## src/rtl/tm1640_pkg.sv

```systemverilog
// Shared types and constants for the TM1640 serial transmitter.
package tm1640_pkg;

    localparam int unsigned GRID_MAX                 = 16;
    localparam int unsigned TICKS_PER_FRAME_OVERHEAD = 4;
    localparam int unsigned TICKS_PER_BYTE           = 16;

    localparam logic [7:0] CMD_DATA_AUTOINC = 8'h40;
    localparam logic [7:0] CMD_ADDR0        = 8'hC0;
    localparam logic [7:0] CMD_DISP_DEFAULT = 8'h8A;

    typedef enum logic [2:0] {
        ST_IDLE,
        ST_START,
        ST_BIT_LO,
        ST_BIT_HI,
        ST_STOP_A,
        ST_STOP_B,
        ST_STOP_C,
        ST_FIN
    } state_t;

    // Ticks for the three-frame sequence carrying n data bytes in frame 1.
    function automatic int unsigned seq_ticks(input int unsigned n);
        return 3 * (TICKS_PER_FRAME_OVERHEAD + TICKS_PER_BYTE) + TICKS_PER_BYTE * n;
    endfunction

endpackage

```

## src/rtl/tm1640_serial_tx_if.sv

```systemverilog
// Upstream byte stream, command inputs and TM1640 line outputs.
interface tm1640_serial_tx_if;
    logic       tvalid;
    logic [7:0] tdata;
    logic [7:0] send_bytes;
    logic [7:0] cmd1;
    logic [7:0] cmd2;
    logic [7:0] cmd3;
    logic       busy;
    logic       done;
    logic       overflow;
    logic       drop;
    logic       scl;
    logic       sda;

    modport master (
        output tvalid, tdata, send_bytes, cmd1, cmd2, cmd3,
        input  busy, done, overflow, drop, scl, sda
    );

    modport slave (
        input  tvalid, tdata, send_bytes, cmd1, cmd2, cmd3,
        output busy, done, overflow, drop, scl, sda
    );
endinterface

```

## src/rtl/tm1640_tick_gen.sv

```systemverilog
// Half-bit-period divider: one-cycle tick every CLK_DIV cycles while enabled.
module tm1640_tick_gen #(
    parameter int unsigned CLK_DIV = 50
) (
    input  logic clk,
    input  logic rst,
    input  logic en,
    input  logic restart,
    output logic tick_c
);
    localparam int unsigned CNT_W = $clog2(CLK_DIV);
    localparam logic [CNT_W-1:0] LAST = CNT_W'(CLK_DIV - 1);

    logic [CNT_W-1:0] cnt_q;
    logic [CNT_W-1:0] cnt_d;

    always_comb begin
        cnt_d = cnt_q;
        if (restart || !en) begin
            cnt_d = '0;
        end else if (cnt_q == LAST) begin
            cnt_d = '0;
        end else begin
            cnt_d = cnt_q + CNT_W'(1);
        end
    end

    assign tick_c = en && !restart && (cnt_q == LAST);

    always_ff @(posedge clk or posedge rst) begin
        if (rst) begin
            cnt_q <= '0;
        end else begin
            cnt_q <= cnt_d;
        end
    end

endmodule

```

## src/rtl/tm1640_serial_tx.sv

```systemverilog
// TM1640 protocol engine: buffers a column-byte burst, then sends the
// cmd1 / cmd2+data / cmd3 frames LSB-first on scl/sda and pulses done.
import tm1640_pkg::*;

module tm1640_serial_tx #(
    parameter int unsigned CLK_DIV = 50,
    parameter int unsigned DEPTH   = GRID_MAX
) (
    input logic                clk,
    input logic                rst,
    tm1640_serial_tx_if.slave  bus
);
    localparam int unsigned CNT_W  = $clog2(DEPTH + 1);
    localparam int unsigned ADDR_W = (DEPTH > 1) ? $clog2(DEPTH) : 1;

    state_t            state_q, state_d;
    logic [1:0]        frame_q, frame_d;
    logic [CNT_W-1:0]  byte_q,  byte_d;
    logic [2:0]        bit_q,   bit_d;

    logic [CNT_W-1:0]  wr_cnt_q, wr_cnt_d;
    logic [CNT_W-1:0]  n_q,      n_d;
    logic [7:0]        cmd1_q, cmd1_d;
    logic [7:0]        cmd2_q, cmd2_d;
    logic [7:0]        cmd3_q, cmd3_d;
    logic              overflow_q, overflow_d;
    logic              drop_q,     drop_d;
    logic              busy_q,     busy_d;
    logic              done_q,     done_d;
    logic              scl_q,      scl_d;
    logic              sda_q,      sda_d;

    logic [7:0]        buf_q [DEPTH];

    logic              launch_c;
    logic              wr_en_c;
    logic              tick_c;
    logic [CNT_W-1:0]  last_byte_c;
    logic [CNT_W-1:0]  data_idx_c;
    logic [7:0]        cur_byte_c;

    tm1640_tick_gen #(.CLK_DIV(CLK_DIV)) u_tick (
        .clk     (clk),
        .rst     (rst),
        .en      (busy_q),
        .restart (launch_c),
        .tick_c  (tick_c)
    );

    assign launch_c    = !busy_q && !bus.tvalid && (wr_cnt_q != '0);
    assign wr_en_c     = !busy_q && bus.tvalid && (32'(wr_cnt_q) < DEPTH);
    assign last_byte_c = (frame_q == 2'd1) ? n_q : '0;

    // Capture buffer, overflow/drop flags and launch-time command sampling.
    always_comb begin
        wr_cnt_d   = wr_cnt_q;
        overflow_d = overflow_q;
        drop_d     = bus.tvalid && busy_q;
        n_d        = n_q;
        cmd1_d     = cmd1_q;
        cmd2_d     = cmd2_q;
        cmd3_d     = cmd3_q;
        if (state_q == ST_FIN) begin
            wr_cnt_d   = '0;
            overflow_d = 1'b0;
        end else if (wr_en_c) begin
            wr_cnt_d = wr_cnt_q + CNT_W'(1);
        end else if (!busy_q && bus.tvalid) begin
            overflow_d = 1'b1;
        end
        if (launch_c) begin
            cmd1_d = bus.cmd1;
            cmd2_d = bus.cmd2;
            cmd3_d = bus.cmd3;
            n_d    = (32'(bus.send_bytes) > DEPTH) ? CNT_W'(DEPTH) : CNT_W'(bus.send_bytes);
        end
    end

    always_ff @(posedge clk) begin
        if (wr_en_c) begin
            buf_q[ADDR_W'(wr_cnt_q)] <= bus.tdata;
        end
    end

    // Next state: every state except FIN holds for exactly one tick.
    always_comb begin
        state_d = state_q;
        frame_d = frame_q;
        byte_d  = byte_q;
        bit_d   = bit_q;
        case (state_q)
            ST_IDLE: begin
                if (launch_c) begin
                    state_d = ST_START;
                    frame_d = 2'd0;
                    byte_d  = '0;
                    bit_d   = 3'd0;
                end
            end
            ST_START:  if (tick_c) state_d = ST_BIT_LO;
            ST_BIT_LO: if (tick_c) state_d = ST_BIT_HI;
            ST_BIT_HI: begin
                if (tick_c) begin
                    if (bit_q != 3'd7) begin
                        bit_d   = bit_q + 3'd1;
                        state_d = ST_BIT_LO;
                    end else if (byte_q != last_byte_c) begin
                        byte_d  = byte_q + CNT_W'(1);
                        bit_d   = 3'd0;
                        state_d = ST_BIT_LO;
                    end else begin
                        state_d = ST_STOP_A;
                    end
                end
            end
            ST_STOP_A: if (tick_c) state_d = ST_STOP_B;
            ST_STOP_B: if (tick_c) state_d = ST_STOP_C;
            ST_STOP_C: begin
                if (tick_c) begin
                    if (frame_q != 2'd2) begin
                        frame_d = frame_q + 2'd1;
                        byte_d  = '0;
                        bit_d   = 3'd0;
                        state_d = ST_START;
                    end else begin
                        state_d = ST_FIN;
                    end
                end
            end
            ST_FIN:  state_d = ST_IDLE;
            default: state_d = ST_IDLE;
        endcase
    end

    // Byte on the wire for the upcoming position; unfilled slots pad with zero.
    always_comb begin
        data_idx_c = byte_d - CNT_W'(1);
        cur_byte_c = 8'h00;
        case (frame_d)
            2'd0: cur_byte_c = cmd1_q;
            2'd1: begin
                if (byte_d == '0) begin
                    cur_byte_c = cmd2_q;
                end else if (data_idx_c < wr_cnt_q) begin
                    cur_byte_c = buf_q[ADDR_W'(data_idx_c)];
                end
            end
            default: cur_byte_c = cmd3_q;
        endcase
    end

    always_comb begin
        scl_d  = 1'b1;
        sda_d  = sda_q;
        busy_d = busy_q;
        done_d = (state_q == ST_FIN);
        case (state_d)
            ST_IDLE:   sda_d = 1'b1;
            ST_START:  sda_d = 1'b0;
            ST_BIT_LO: begin
                scl_d = 1'b0;
                sda_d = cur_byte_c[bit_d];
            end
            ST_BIT_HI: sda_d = sda_q;
            ST_STOP_A: begin
                scl_d = 1'b0;
                sda_d = 1'b0;
            end
            ST_STOP_B: sda_d = 1'b0;
            ST_STOP_C: sda_d = 1'b1;
            ST_FIN:    sda_d = 1'b1;
            default:   sda_d = 1'b1;
        endcase
        if (launch_c) begin
            busy_d = 1'b1;
        end else if (state_q == ST_FIN) begin
            busy_d = 1'b0;
        end
    end

    always_ff @(posedge clk or posedge rst) begin
        if (rst) begin
            state_q <= ST_IDLE;
        end else begin
            state_q <= state_d;
        end
    end

    always_ff @(posedge clk or posedge rst) begin
        if (rst) begin
            frame_q    <= 2'd0;
            byte_q     <= '0;
            bit_q      <= 3'd0;
            wr_cnt_q   <= '0;
            n_q        <= '0;
            cmd1_q     <= 8'h00;
            cmd2_q     <= 8'h00;
            cmd3_q     <= 8'h00;
            overflow_q <= 1'b0;
            drop_q     <= 1'b0;
            busy_q     <= 1'b0;
            done_q     <= 1'b0;
            scl_q      <= 1'b1;
            sda_q      <= 1'b1;
        end else begin
            frame_q    <= frame_d;
            byte_q     <= byte_d;
            bit_q      <= bit_d;
            wr_cnt_q   <= wr_cnt_d;
            n_q        <= n_d;
            cmd1_q     <= cmd1_d;
            cmd2_q     <= cmd2_d;
            cmd3_q     <= cmd3_d;
            overflow_q <= overflow_d;
            drop_q     <= drop_d;
            busy_q     <= busy_d;
            done_q     <= done_d;
            scl_q      <= scl_d;
            sda_q      <= sda_d;
        end
    end

    assign bus.busy     = busy_q;
    assign bus.done     = done_q;
    assign bus.overflow = overflow_q;
    assign bus.drop     = drop_q;
    assign bus.scl      = scl_q;
    assign bus.sda      = sda_q;

endmodule

```

## src/flat_wrapper.sv

```systemverilog
// flat-port wrapper written by rule: the top's interface ports become plain ports
module tm1640_serial_tx_flat 
#(
    parameter int unsigned CLK_DIV = 50,
    parameter int unsigned DEPTH   = GRID_MAX
)
  (clk, rst, bus_tvalid, bus_tdata, bus_send_bytes, bus_cmd1, bus_cmd2, bus_cmd3, bus_busy, bus_done, bus_overflow, bus_drop, bus_scl, bus_sda);
  tm1640_serial_tx_if bus_i ();
  input logic clk;
  input logic rst;
  input wire logic [$bits(bus_i.tvalid)-1:0] bus_tvalid;
  input wire logic [$bits(bus_i.tdata)-1:0] bus_tdata;
  input wire logic [$bits(bus_i.send_bytes)-1:0] bus_send_bytes;
  input wire logic [$bits(bus_i.cmd1)-1:0] bus_cmd1;
  input wire logic [$bits(bus_i.cmd2)-1:0] bus_cmd2;
  input wire logic [$bits(bus_i.cmd3)-1:0] bus_cmd3;
  output wire logic [$bits(bus_i.busy)-1:0] bus_busy;
  output wire logic [$bits(bus_i.done)-1:0] bus_done;
  output wire logic [$bits(bus_i.overflow)-1:0] bus_overflow;
  output wire logic [$bits(bus_i.drop)-1:0] bus_drop;
  output wire logic [$bits(bus_i.scl)-1:0] bus_scl;
  output wire logic [$bits(bus_i.sda)-1:0] bus_sda;
  assign bus_i.tvalid = bus_tvalid;
  assign bus_i.tdata = bus_tdata;
  assign bus_i.send_bytes = bus_send_bytes;
  assign bus_i.cmd1 = bus_cmd1;
  assign bus_i.cmd2 = bus_cmd2;
  assign bus_i.cmd3 = bus_cmd3;
  assign bus_busy = bus_i.busy;
  assign bus_done = bus_i.done;
  assign bus_overflow = bus_i.overflow;
  assign bus_drop = bus_i.drop;
  assign bus_scl = bus_i.scl;
  assign bus_sda = bus_i.sda;
  tm1640_serial_tx #(.CLK_DIV(CLK_DIV), .DEPTH(DEPTH)) u_core (.clk(clk), .rst(rst), .bus(bus_i));
endmodule
```

## config.mk

```make
export PLATFORM = sky130hd
export DESIGN_NAME = tm1640_serial_tx_flat
export DESIGN_NICKNAME = d
export VERILOG_FILES = /design/src/rtl/tm1640_pkg.sv /design/src/rtl/tm1640_serial_tx_if.sv /design/src/rtl/tm1640_tick_gen.sv /design/src/rtl/tm1640_serial_tx.sv /design/src/flat_wrapper.sv
export SDC_FILE = /design/constraint.sdc
export NUM_CORES = 1
export LEC_CHECK = 0
export CORE_ASPECT_RATIO = 0.9
export CORE_UTILIZATION = 64
export DETAILED_ROUTE_END_ITERATION = 8
export GPL_TIMING_DRIVEN = 0
export PLACE_DENSITY = 0.85
export SLEW_MARGIN = 30
export SYNTH_ARGS = -nofsm -noshare
export SYNTH_HDL_FRONTEND = slang
export SYNTH_HIERARCHICAL = 1
export SYNTH_SLANG_ARGS = --single-unit
```

## constraint.sdc

```tcl
create_clock -name clk -period 18.2 [get_ports clk]
set_clock_uncertainty 0.05 [all_clocks]
set_input_delay 2.73 -clock clk [delete_from_list [all_inputs] [get_ports clk]]
set_output_delay 2.73 -clock clk [all_outputs]
set_load 0.005 [all_outputs]
```

==> results of run 1 <==
## cell usage after synthesis (all sizes together), types with 3 or more instances
master,number
nand2b,3
a21o,6
o211a,3
xnor2,7
or3,3
nor2,39
a22o,3
a211oi,5
a31oi,4
nor2b,5
a21oi,11
a221oi,4
xor2,5
mux4,18
and2,4
buf,9
a32oi,4
a2bb2oi,3
nand4b,5
a22oi,8
ha,17
o21a,3
mux2i,23
clkbuf,16
o211ai,10
dfrtp,57
mux2,36
nand4,4
nor3,10
o21ai,21
and3,3
edfxtp,128
nor4,4
a221o,3
nand2,58
nand3,10
inv,31
a211o,3
## metal layers
metal	wire length, µm	vias to the layer above	GRT usage
li1	-	2502	-
met2	9790	273	0.498
met4	538	0	0.131
met3	1640	56	0.0922
met1	7670	2799	0.385
met5	0	-	0
## flip-flops by register name, indices dropped and copies added (netlist names), 2 cells and up
register,flops
u_core/cmd2_q,8
u_core/cmd1_q,8
u_core/wr_cnt_q,5
u_core/n_q,5
u_core/cmd3_q,8
u_core/state_q,3
u_core/buf_q,128
u_core/byte_q,5
u_core/bit_q,3
u_core/frame_q,2
u_core/u_tick/cnt_q,6
## cell type report
class,count,area share
timing repair buffer,51,0.0524
buffer,25,0.0125
inverter,31,0.0123
sequential,187,0.541
multi-input combinational,377,0.306
tap,164,0.0209
clock buffer,18,0.0436
clock inverter,14,0.0113
## worst register-to-register path, delay by kind of cell, from the launching register on
family | cells | cell delay, ns
fa+ha+maj | 3 | 0.72
simple gates | 10 | 2.30
flops | 1 | 0.43
buf+inv | 12 | 2.63
compound gates | 12 | 3.12
## through the flow
step / std cells / hold WS (ns) / power [mW] / util / area, µm²
after floorplan: 620 / 0.400 / 0.466 / - / 8540
after global placement: 832 / 0.422 / 0.480 / 0.719 / 9230
after detailed placement: 835 / 0.438 / 0.481 / 0.724 / 9290
after CTS: 867 / 0.456 / 0.818 / 0.766 / 9830
after global routing: 867 / 0.471 / 0.835 / 0.767 / 9840
final: 867 / 0.450 / 0.813 / 0.767 / 9840
## kinds of logic after synthesis
kind of cell / after synthesis / share of synthesized area
AND/OR/NAND/NOR: 161 / 0.0943
adder cells (fa/ha/maj): 17 / 0.0249
flip-flops: 187 / 0.623
AO/OA/AOI/OAI: 110 / 0.0954
buffers and inverters: 56 / 0.0281
multiplexers: 77 / 0.122
XOR/XNOR: 12 / 0.0123
## report_power, final
| group | switching [mW] | total, mW | internal (mW) |
|---|---|---|---|
| Sequential | 0.0000361 | 0.455 | 0.455 |
| Clock | 0.163 | 0.341 | 0.178 |
| Combinational | 0.00806 | 0.0168 | 0.00869 |
| Total | 0.171 | 0.813 | 0.642 |
## path summary, 6_finish.rpt
check,endpoint,slack [ns]
max,u_core/bus.sda,7.25
min in group asynchronous,u_core/frame_q[0],2.55
max reg2reg,u_core/bus.sda,8.90
min,u_core/bus.overflow,0.45
max in group asynchronous,u_core/bus.sda,15.02
min reg2reg,u_core/bus.overflow,0.45
==> run metrics, run 1 <==
most common cell after layout, fill and taps aside edfxtp_1; Seq/Total Area, Yosys 0.623; via count approximately 5.6k; core area ~13000 µm²; worst skew pair latency 0.43 ns; worst hold path depth 2; Synth Flop Type edfxtp_1; gp weighted congestion between 0.8 and 0.9; period utilisation layout 0.602; GRT Residual Overflow 0; crit-path max FO 10; max_cap viols 0; drt first pass iters 5; Area contributors post-synth edfxtp_1, dfrtp_1, mux4_2, mux2_2, mux2i_1; Fillers roughly 760; vias in the first global route 5644; worst reg2reg startpoint u_core/wr_cnt_q[1]; Critical Path Source bus_tvalid; VDD IR max approximately 0.091 mV; area grow syn2layout 15.2%; Final TNS setup 0 ns; post-synthesis cell type count 74; Hold WC Path Type flip-flop to flip-flop; WP buf/inv 11; Critical Path Most Common Cell nor2_1; Yosys warning total 6; r2r worst-path depth 37; largest net degree at the start of global routing 40; share of layout cells above drive strength 1 0.166; syn_nets just under 700; DP HPWL ~13000 µm; Data required, critical path 18.51 ns; CTS Root Cell clkbuf_16; CP max stage delay slightly above 0.6 ns; Via density about 6.5; final hold violation count 0; Setup WS pre-CTS roughly 6.7 ns; Worst Setup End Kind flip-flop; RSZ-0062 raised after global routing false; Chip Height around 110 µm; DRT iter0 DRCs approximately 580; Setup CP Type input pin to flip-flop; pins over their slew limit 0; outcome finished clean; die area ~14000 µm²; DRC violations left 0; first-pass GRT wire length a little over 30000 µm; initial antenna violation count 0; #FFs+latches synth around 190; ant diodes 0; sequential cell area between 5000 and 6000 µm²; final-report setup violation count 0; Static Leak ~3.7 nW; drt wl/cell between 20 and 25 µm; CTS tree built; CTS Hold Bufs 0; Worst-Margin Slew just under 1 ns; share of synthesized registers carrying an async set or reset 0.316; clk sinks between 150 and 200; Worst setup SP type input pin; top-area cell type share of the netlist area 0.450; CTS H-Tree Depth 4; EDFF count, synth approximately 130; Max-slew headroom 0.339; post-CTS setup buffers 0; Initial Utilization 0.666; Core Rows 39; Post-Syn Instances 620; NumNets Final 750; Final min period 10.95 ns; ANT nets after route 0; final worst slack approximately 7.3 ns; Post-Route WL 19600 µm; commonest cells after routing, fill and taps aside edfxtp_1, nand2_1, dfrtp_1; stages on the worst setup path 35; # port buffers 48; total track usage 0.308; Mapped Avg Cell Area around 14 µm²; largest area contributor in the netlist edfxtp_1; clock-pin slew on the worst setup and hold paths 0.07 ns; CTS resizes 0; CP Data Arrival Time ~11 ns; Max clock buf depth 2; top-level port count just under 50; area of the multi-input gates around 3000 µm²; Cell Area, Synth roughly 8500 µm²; Hold Crit Start u_core/bus.overflow; cell family with the largest share of critical-path delay compound AO/OA/AOI/OAI gates; power per cell area 82.7 nW/µm²; CTS buffer count 17; critical path's slowest cell a211oi_2; Max Clock Freq between 90 and 100 MHz; die width about 120 µm
No activity file was read; power rests on OpenSTA's default activity.
==> run 2, diff against run 1 <==
Settings changed: CORE_UTILIZATION 64 to 60, PLACE_DENSITY 0.85 to 0.8.
Clock period 18.2 ns to 10.44 ns, I/O delays scaled along.
==> run 2 against run 1 <==
Net effect: critical endpoint unchanged; clock-buffer cell count did not move; worst setup slack got worse by 6.7 ns; largest power group unchanged; critical path type unchanged; clock power rose by 82%; combinational power rose by 76%.
==> run metrics, run 2 (synthesis results as in run 1) <==
CTS Root Cell clkbuf_16; ant diodes 0 (unchanged); # port buffers 48 (unchanged); initial antenna violation count 0 (unchanged); GRT Residual Overflow 0 (unchanged); Core Rows 40 (+2.6%); placed cell count 858 (+2.8%); final hold violation count 0 (unchanged); crit-path max FO 10 (unchanged); Worst Setup End Kind flip-flop; core area 13600 µm² (+6.1%); most common cell after layout, fill and taps aside edfxtp_1; final-report setup violation count 0 (unchanged); Hold WC Path Type flip-flop to flip-flop; max reg flops 128 (unchanged); Max clock buf depth 2 (unchanged); power per cell area 146 nW/µm² (+77%); VDD IR max 0.171 mV (+88%); commonest cells after routing, fill and taps aside edfxtp_1, nand2_1, dfrtp_1; worst skew pair latency 0.44 ns (about the same); Worst-Margin Slew 1.02 ns (+0.0335 ns); NumNets Final 748 (-0.27%); Final min period between 9 and 10 ns; total power 1.44 mW (+78%); total track usage 0.288 (-0.0199); Static Leak 3.69 nW (+0.63%); critical path's slowest cell nor3_4; outcome finished clean; via count 5613 (-0.30%); clk sinks 187 (unchanged); Max Clock Freq 101 MHz; Post-Route WL 20000 µm (+1.6%); first-pass GRT wire length 30800 µm (+1.0%); ANT nets after route 0 (unchanged); DP HPWL 13400 µm (+1.5%); Via density 6.31 (-2.9%); area grow syn2layout 15.8%; top-level port count 49 (unchanged); die width 128 µm (+3.2%); largest net degree at the start of global routing 44 (+10%); RSZ-0062 raised after global routing false; CTS H-Tree Depth 4 (unchanged); vias in the first global route 5653 (+0.16%); Largest Register u_core/buf_q; drt first pass iters 5 (unchanged); die area 14700 µm² (+6.6%); CP max stage delay 0.53 ns (-0.09 ns); pins over their slew limit 0 (unchanged); CTS Hold Bufs 0 (unchanged); CTS buffer count 17 (unchanged); clock-pin slew on the worst setup and hold paths 0.07 ns (about the same); Worst setup SP type input pin; WP buf/inv 11 (unchanged); Max-slew headroom 0.316 (-0.0224); fin cells 890 (+2.7%); Chip Height 115 µm (+3.2%); drt wl/cell 22.4 µm (-1.0%); DRT iter0 DRCs 529 (-9.1%); CTS tree built; share of layout cells above drive strength 1 0.165 (-0.000952); Data required, critical path 10.75 ns (-7.76 ns); DRC violations left 0 (unchanged); Setup CP Type input pin to flip-flop; cell family with the largest share of critical-path delay compound AO/OA/AOI/OAI gates; CP Data Arrival Time 10.22 ns (-1.04 ns); period utilisation layout 0.950; gp weighted congestion 0.843 (-4.6%); Final TNS setup 0 ns (unchanged); max_cap viols 0 (unchanged); Initial Utilization 0.627 (-0.0381); Critical Path Most Common Cell nor2_1
run 2: worst reg2reg max path, delay by kind of cell, from the launching register on:
family | cells | cell delay (ns)
buffers and inverters | 12 | 2.70
DFF | 1 | 0.42
AOI/OAI and AO/OA | 12 | 2.96
adders and majority gates | 3 | 0.72
and+or+nand+nor | 10 | 2.42
run 2: timing repair:
action	4_1_cts	5_1_grt
gates resized for setup	0	1
endpoints found under the setup margin	0	1
buffers inserted	0	0
run 2: worst paths after layout:
check	start	slack (ns)	to	cells past startpoint
max	bus_tvalid	0.53	u_core/bus.sda	35
min	u_core/n_q[1]	0.45	u_core/n_q[1]	2
max reg2reg	u_core/wr_cnt_q[1]	1.10	u_core/bus.sda	37
min reg2reg	u_core/n_q[1]	0.45	u_core/n_q[1]	2
max in group asynchronous	rst	8.44	u_core/bus.scl	3
min in group asynchronous	rst	1.39	u_core/cmd3_q[7]	2
run 2: final cells by class:
class	instances	area (µm²)
tap	189	236
inverter	31	121
buffer	25	121
clock buffer	18	429
fill	878	3720
multi-input combinational	377	3010
sequential	187	5320
clock inverter	14	141
timing repair buffer	49	508
run 2: report_power, final:
part           internal, mW  leakage, nW  total [mW]  switching [mW]
Clock                 0.335        0.279       0.621           0.286
Sequential            0.794         1.89       0.794       0.0000416
Combinational        0.0155         1.51      0.0295          0.0141
run 2: through the flow:
stage / utilization / instance area [µm²] / setup slack [ns] / hold slack, ns
global placement: 0.680 / 9260 / 0.228 / 0.417
finish: 0.727 / 9890 / 0.525 / 0.446
global route: 0.727 / 9890 / 0.0621 / 0.470
CTS: 0.726 / 9880 / 0.365 / 0.448
detailed placement: 0.684 / 9310 / 0.0386 / 0.433
floorplan: - / 8540 / 2.46 / 0.400
run 2: routing by layer:
layer / GRT usage / share of wire
met1: 0.365 / 0.41
met2: 0.492 / 0.51
met3: 0.0665 / 0.063
met4: 0.100 / 0.018
met5: 0 / 0
